`src/rtl/charlieplex_scan_ctrl.sv`:
```
// Charlieplexed LED matrix frame controller and row scan scheduler.
// The host edits a 144-bit back buffer a byte at a time; a commit copies it
// to the front buffer (led_state) only at the frame wrap, so the driver never
// scans a half-written frame. Rows are scanned with a blanking gap before
// each row's dwell to suppress ghosting.

// One byte of frame storage: host-writable back byte plus its front copy.
module charlieplex_byte_lane (
  input  logic       clock,
  input  logic       aclr,
  input  logic       wr_en,
  input  logic [7:0] wr_data,
  input  logic       copy,
  output logic [7:0] back,
  output logic [7:0] front
);

  // back takes host writes; front snapshots back on a committed boundary
  always_ff @(posedge clock) begin
    if (aclr) begin
      back  <= '0;
      front <= '0;
    end else begin
      if (wr_en) back  <= wr_data;
      if (copy)  front <= back;
    end
  end

endmodule

module charlieplex_scan_ctrl #(
  parameter int DWELL_CYCLES = 1000,
  parameter int BLANK_CYCLES = 8
) (
  input  logic         clock,
  input  logic         aclr,
  input  logic         wr_valid,
  output logic         wr_ready,
  input  logic [4:0]   wr_addr,
  input  logic [7:0]   wr_data,
  output logic         wr_err,
  input  logic         commit,
  output logic         commit_pending,
  output logic [143:0] led_state,
  output logic [3:0]   row_sel,
  output logic         row_en,
  output logic         frame_start
);

  localparam int          NUM_BYTES  = 18;
  localparam logic [15:0] DWELL_LAST = 16'(DWELL_CYCLES - 1);
  localparam logic [15:0] BLANK_LAST = 16'(BLANK_CYCLES - 1);
  localparam logic [3:0]  ROW_LAST   = 4'd8;

  typedef enum logic {ST_BLANK, ST_DWELL} scan_state_t;

  typedef struct packed {
    logic [4:0] addr;
    logic [7:0] data;
  } wr_req_t;

  scan_state_t                       state;
  logic [15:0]                       cnt;
  wr_req_t                           wr_req;
  logic                              wr_acc;
  logic                              addr_ok;
  logic                              boundary;
  logic                              swap;
  logic                              pend_nxt;
  logic [NUM_BYTES-1:0][7:0]         back_buf;
  logic [NUM_BYTES-1:0][7:0]         front_buf;

  assign wr_req   = '{addr: wr_addr, data: wr_data};
  assign wr_acc   = wr_valid && wr_ready;
  assign addr_ok  = (wr_req.addr < 5'(NUM_BYTES));

  // Frame wrap: the last dwell cycle of the last row.
  assign boundary = (state == ST_DWELL) && (cnt == DWELL_LAST) &&
                    (row_sel == ROW_LAST);
  assign swap     = boundary && commit_pending;

  // Only the registered pending flag is looked at on the boundary; a commit
  // that shows up while pending (including on the boundary itself) is dropped.
  assign pend_nxt = commit_pending ? !boundary : commit;

  assign led_state = front_buf;

  // Per-byte storage lanes; each lane decodes its own write strobe.
  for (genvar n = 0; n < NUM_BYTES; n++) begin : g_lane
    charlieplex_byte_lane u_lane (
      .clock   (clock),
      .aclr    (aclr),
      .wr_en   (wr_acc && addr_ok && (wr_req.addr == 5'(n))),
      .wr_data (wr_req.data),
      .copy    (swap),
      .back    (back_buf[n]),
      .front   (front_buf[n])
    );
  end

  // Host handshake: pending flag, ready (mirror of !pending) and error pulse.
  always_ff @(posedge clock) begin
    if (aclr) begin
      commit_pending <= 1'b0;
      wr_ready       <= 1'b1;
      wr_err         <= 1'b0;
    end else begin
      commit_pending <= pend_nxt;
      wr_ready       <= !pend_nxt;
      wr_err         <= wr_acc && !addr_ok;
    end
  end

  // Scan FSM: BLANK then DWELL per row; row_sel advances only on BLANK entry.
  always_ff @(posedge clock) begin
    if (aclr) begin
      state       <= ST_BLANK;
      cnt         <= '0;
      row_sel     <= '0;
      row_en      <= 1'b0;
      frame_start <= 1'b0;
    end else begin
      frame_start <= 1'b0;
      case (state)
        ST_BLANK: begin
          if (cnt == BLANK_LAST) begin
            state  <= ST_DWELL;
            cnt    <= '0;
            row_en <= 1'b1;
          end else begin
            cnt <= cnt + 16'd1;
          end
        end
        ST_DWELL: begin
          if (cnt == DWELL_LAST) begin
            state       <= ST_BLANK;
            cnt         <= '0;
            row_en      <= 1'b0;
            row_sel     <= (row_sel == ROW_LAST) ? 4'd0 : row_sel + 4'd1;
            frame_start <= (row_sel == ROW_LAST);
          end else begin
            cnt <= cnt + 16'd1;
          end
        end
        default: begin
          state  <= ST_BLANK;
          cnt    <= '0;
          row_en <= 1'b0;
        end
      endcase
    end
  end

endmodule

```
`config.mk`:
```
export PLATFORM = sky130hd
export DESIGN_NAME = charlieplex_scan_ctrl
export DESIGN_NICKNAME = d
export VERILOG_FILES = /design/src/rtl/charlieplex_scan_ctrl.sv
export SDC_FILE = /design/constraint.sdc
export NUM_CORES = 1
export LEC_CHECK = 0
export BUFFER_PORTS_ARGS = -buffer_cell sky130_fd_sc_hd__buf_2
export CORE_MARGIN = 2
export CORE_UTILIZATION = 35
export CTS_BUF_LIST = sky130_fd_sc_hd__clkbuf_8
export DETAILED_ROUTE_END_ITERATION = 6
export PLACE_DENSITY = 0.52
export SLEW_MARGIN = 20
export SYNTH_ARGS = -nofsm -noshare
export SYNTH_HDL_FRONTEND = slang
export SYNTH_SLANG_ARGS = --single-unit
```
`constraint.sdc`:
```
create_clock -name clock -period 3 [get_ports clock]
set_input_delay 0.6 -clock clock [delete_from_list [all_inputs] [get_ports clock]]
set_output_delay 0.6 -clock clock [all_outputs]
set_load 0.02 [all_outputs]
```
# After elaboration in Yosys (flattened, before gate mapping)
# Index checks and enable logic that the tools add are counted.
# word_totals
regBits	314
output_inout_bits	153
elab_cells	113
# op_classes
addsub	2
order_cmp	1
eq_ne	22
mux	11
bitwise_logic	2
reduce_logical	31
# op_table
op	count
5-bit by 4-bit equality test with 1-bit output, second input constant	8
16-bit two-way mux	2
16-bit one-hot mux with 2 select lines	1
1-bit logical AND	24
5-bit by 3-bit equality test with 1-bit output, second input constant	4
16-bit by 1-bit adder with 16-bit output, second input constant	1
16-bit by 10-bit equality test with 1-bit output, second input constant	1
16-bit by 3-bit equality test with 1-bit output, second input constant	1
5-bit by 2-bit equality test with 1-bit output, second input constant	2
5-bit equality test, second input constant	2
5-bit by 1-bit equality test with 1-bit output, second input constant	1
5-bit logical NOT	1
5-bit less-than comparator, second input constant	1
1-bit two-way mux	5
4-bit by 1-bit adder with 4-bit output, second input constant	1
4-bit equality test, second input constant	1
4-bit two-way mux	1
1-bit one-hot mux with 2 select lines	2
2-bit AND reduction	2
1-bit logical NOT	3
3-bit OR reduction	1
2-bit by 1-bit inequality test with 1-bit output, second input constant	1
2-bit inequality test, second input constant	1
1-bit NOT	2

# Depth between registers and ports, before layout
# depth
depth_word	6
mapped_depth	9
ltp_nobuf	6

# By module
# Synthesis repeated with hierarchy kept, for this count alone.
# hier_totals
hier_cells	1099
area_unflattened_um2	11803.8
# modules_own_cells
mod	instances	cells_per_inst	area_each_um2	seq_area_each_um2
charlieplex_byte_lane	18	52	579.3	320.3
charlieplex_scan_ctrl	1	163	1376.3	520.5

# Worst setup path after synthesis
# No wires, ideal clock.
# synth_path
path_kind	register to register
start	reg row_sel[0]
end	reg g_lane[0].u_lane.front[6]
setup_ps	70
arrival_time_ps	1788
required_ps	2930
setup_slack_ps	1142
path_stages_with_launch	9
n_path_buf	2
path_cell_list	dfxtp_1 -> inv_1 -> ha_1 -> and4b_1 -> nand4_4 -> buf_4 -> clkbuf_1 -> o21ai_0 -> a21oi_1
# synth_via
elab_chain_cells	3
# synth_rtl
item	line	text
start: declaration	45	output logic [3:0] row_sel,
start signal: assignment	139	row_sel <= (row_sel == ROW_LAST) ? 4'd0 : row_sel + 4'd1;
4-bit equality test	79	(row_sel == ROW_LAST);
1-bit logical AND	78	assign boundary = (state == ST_DWELL) && (cnt == DWELL_LAST) &&
1-bit logical AND	80	assign swap = boundary && commit_pending;
end signal: assignment	25	if (copy) front <= back;
end: declaration	15	output logic [7:0] front
# No other way between the ends.
# A chain may end at the register's enable or synchronous reset.

# Worst setup path in the final report
# layout_path
start	reg cnt[5]
end	reg g_lane[0].u_lane.front[0]
# layout_via
elab_chain_cells	4
# layout_rtl
item	line	text
start: declaration	63	logic [15:0] cnt;
start signal: assignment	131	cnt <= cnt + 16'd1;
start signal: assignment	142	cnt <= cnt + 16'd1;
16-bit by 10-bit equality test with 1-bit output	78	
1-bit logical AND (2 in a row)	78	
1-bit logical AND	80	
# No other way between the ends.

==> flow_summary_export.csv <==
group,metric,value,unit
run_status,run_status,"complete, no violations",
logic_synthesis,ys_seq_elements,314,
sta,period_minus_slack,2.51,ns
global_route,maximum_number_of_pins_on_one_net_before_global_route_repair,116,
final_layout,post_layout_inst_area,14200,sq um
clock_tree,post_cts.resized_instances,0,
sta,rsz0062_at_grt,"no",
job,drv.max_cap_violation_count,0,
sta,maxSlewViolCount,0,
logic_synthesis,synth_mux_area_share,12.0,%
clock_tree,cts.reportedPaths.clkPinSlew,0.06,ns
final_layout,instances_no_fill,1902,
sta,ratio_of_final_minimum_period_to_clock_period,83.6,%
global_route,grt_remaining_overflow,0,
setup_path,worstRegToRegCells,5,
logic_synthesis,synth-compound-area-share,12.7,%
power_and_ir_drop,internal_power,6.40,mW
clock_tree,cts_buffers,52,
min_path,hp-class,"input pin to register",
sta,tns,0,ns
clock_tree,hold_buffers,0,
logic_synthesis,dominant_combinational_cell_family_by_area_after_synthesis,"simple AND/OR/NAND/NOR gates",
route,drc,0,
setup_path,critPathRequiredTime,3.40,ns
final_layout,final_cell_mix,"dfxtp_1 (314), buf_2 (168), nand3_1 (159)",
setup_path,crit_path_max_fanout,48,
setup_path,endpoint_kind,"register",
setup_path,cp-start-kind,"register",
clock_tree,cts_tree,"done",
min_path,min_to,"commit_pending",
power_and_ir_drop,pwr_density_cell,582,nW/um^2
logic_synthesis,synthXorXnorAreaFrac,0.950,%
logic_synthesis,netlist_area,12000,sq um
place,io_buffers,169,
route,route.final.wire_length,34.1,mm
place,dpl-instance-area,13100,sq um
clock_tree,clock_sink_count,314,
route,num_vias,9669,
sta,worst-slew-pin-transition,0.886,ns
power_and_ir_drop,ir_drop,261,uV
final_layout,flow.area_growth_from_synthesis,18.8,%
setup_path,worstReg2RegStart,"cnt[5]",
place,cell_count_post_placement,1807,
logic_synthesis,postSynthCellCount,1295,
route,via_per_inst,5.08,
setup_path,critical_path.cell_chain,"and4_1 > nand4_4 > buf_4 > o21ai_0 > a21oi_1",
sta,hold_violations,0,
place,gp_congestion,0.751,
setup_path,worst_ep_arrival_time,2.91,ns
global_route,grt_util_all_layers,18.7,%
min_path,worst_hold_startpoint,"commit",
logic_synthesis,synth_warnings,0,
sta,relative_slew_slack,40.5,%
final_layout,drive_above_1_share,19.3,%
logic_synthesis,synth_fp_nets,1315,
logic_synthesis,yosysUniqueCellTypes,41,
clock_tree,clk_root_buffer_cell,"clkbuf_8",
floorplanning,floorplan.die.height,189,microns
logic_synthesis,post_synth.cell_area_avg,9.26,sq um
sta,hold_ws,0.304,ns
final_layout,layout.filler_cells,3366,
clock_tree,ctsLongestPathBuffers,3,
sta,setup_violations,0,
floorplanning,num_io_pins,170,
power_and_ir_drop,switchingPower,1.88,mW
logic_synthesis,synth_top_cell_area_share,52.4,%
sta,maximum_clock_frequency,399,MHz
route,drtAntennaViolNets,0,
route,drtIter0Drc,547,
place,dp_hpwl,20.2,mm
power_and_ir_drop,clockPowerShare,46.3,%
logic_synthesis,post_synth_main_area_contributors,"dfxtp_1 (52%), mux2i_1 (12%), nand3_1 (6.6%)",
place,pre_cts_slack,0.501,ns
floorplanning,start_util,35.7,%
final_layout,utilization,42.3,%
clock_tree,worst_skew_late_latency,0.58,ns
logic_synthesis,post_synthesis_share_of_cell_area_spent_on_and_or_nand_and_nor_gates,17.1,%
power_and_ir_drop,power.leakage,5.94,nW
setup_path,worstReg2RegEnd,"g_lane[0].u_lane.front[0]",
logic_synthesis,ys_seq_area_share,52.4,%
global_route,first_global_vias,9388,
floorplanning,rows,67,
power_and_ir_drop,design_power_total,8.28,mW
sta,clock-skew-final,0.0192,ns
floorplanning,dieArea,35700,sq um
route,firstDrtPassIters,5,
final_layout,design.final.nets,1433,
logic_synthesis,netlist.top_cell.by_area,"dfxtp_1",
power_and_ir_drop,seq_power_share,50.7,%
setup_path,max_stage_delay,0.65,ns
setup_path,worstSetupPathType,"register to register",
final_layout,final_common_cell,"dfxtp_1",
floorplanning,die_width,189,microns
clock_tree,htreeDepth,2,
clock_tree,cts.repair_timing.setup_buffer_count,0,
floorplanning,coreArea,33600,sq um
global_route,antenna_violations_before_repair,1,
sta,final.setup.worst_slack,0.492,ns
setup_path,critical-path-slowest-cell,"nand4_4",
setup_path,reg2reg_slack,0.49,ns
route,routed_wire_length_per_instance,17.9,microns
power_and_ir_drop,combinationalPowerShare,2.9,%
logic_synthesis,synth-adder-area-share,0.313,%
min_path,hold_depth,3,
global_route,grt_pass1_wl,53.5,mm
power_and_ir_drop,power_switching_share,22.7,%
logic make-up (layout without fill, tap and decap cells):
family / Yosys count / count (layout)
flops: 314 / 314
compound gates: 302 / 302
other cells: 0 / 1
fa+ha+maj: 3 / 3
xor+xnor: 13 / 13
simple gates: 393 / 393
buf+inv: 126 / 284
mux: 144 / 144
worst max-delay path by stage:
stage	slack, ns	from	endpoint
after CTS	0.47	cnt[5]	g_lane[11].u_lane.front[5]
final	0.49	cnt[5]	g_lane[0].u_lane.front[0]
after global placement	0.56	row_sel[0]	g_lane[11].u_lane.front[4]
after detailed placement	0.50	cnt[5]	g_lane[11].u_lane.front[5]
after global routing	0.21	cnt[5]	g_lane[0].u_lane.front[3]
after floorplan	1.14	row_sel[0]	g_lane[0].u_lane.front[6]
power groups by stage:
stage	Sequential (mW)	Combinational [mW]	Clock, mW
3_3_place_gp	4.29	0.244	0
5_1_grt	4.20	0.262	4.15
3_5_place_dp	4.29	0.245	0
6_report	4.20	0.243	3.84
2_1_floorplan	4.29	0.157	0
4_1_cts	4.20	0.245	3.95
sequential cells by signal, indices dropped and copies added, names as in the netlist:
name	flops
g_lane.u_lane.back	144
g_lane.u_lane.front	144
cnt	16
row_sel	4
commit_pending	1
frame_start	1
row_en	1
state	1
wr_err	1
wr_ready	1
synth_stat cells:
master and count:
nor3b_1 2, nor2b_1 3, and3b_1 1, xnor2_1 6, buf_1 9, and3_1 3, or4_1 1, inv_1 4
nor4_4 3, nand3b_1 1, mux2i_1 144, buf_4 6, and4b_1 3, xor2_1 7, or3_1 2, and2_1 1
o21ai_1 27, nand3_2 4, nor4_1 4, nand4_1 6, nand4_4 1, buf_2 31, nor2_1 153, buf_6 1
a21boi_0 1, dfxtp_1 314, a21oi_1 153, nand4_2 2, nand3b_4 1, nor3_1 18, nor3_4 6, and4_1 3
o31ai_1 1, nor4b_4 1, clkbuf_1 75, nand2b_1 3, nand3_1 159, nand4b_4 1, ha_1 3, nand2_1 11
o21ai_0 120
per-layer routing:
metal  GRT usage [%]  part of all wire [%]  vias to the layer above
li1                -                     -                     4775
met1            26.0                    48                     4614
met2            30.1                    46                      231
met3            3.17                   5.0                       47
met4            4.57                   1.5                        2
met5               0                 0.038                        -
final cells by class:
type                    count  area, sq um  share of cell area [%]
repair buffers            186         1110                    7.79
flip-flops and latches    314         6290                    44.2
well taps                 448          561                    3.94
clock inverters            24          124                   0.870
multi-input cells         855         5180                    36.4
inverters                   4         15.0                   0.105
clock buffers              70          963                    6.77
diodes                      1         2.50                  0.0176
critical path: cells and delay by family (launching register included):
kind / cells / cell delay [ns]
buffers and inverters: 1 / 0.50
AND/OR/NAND/NOR: 2 / 1.09
flip-flops: 1 / 0.45
AO/OA/AOI/OAI: 2 / 0.27
No activity file was read; power rests on OpenSTA's default activity.
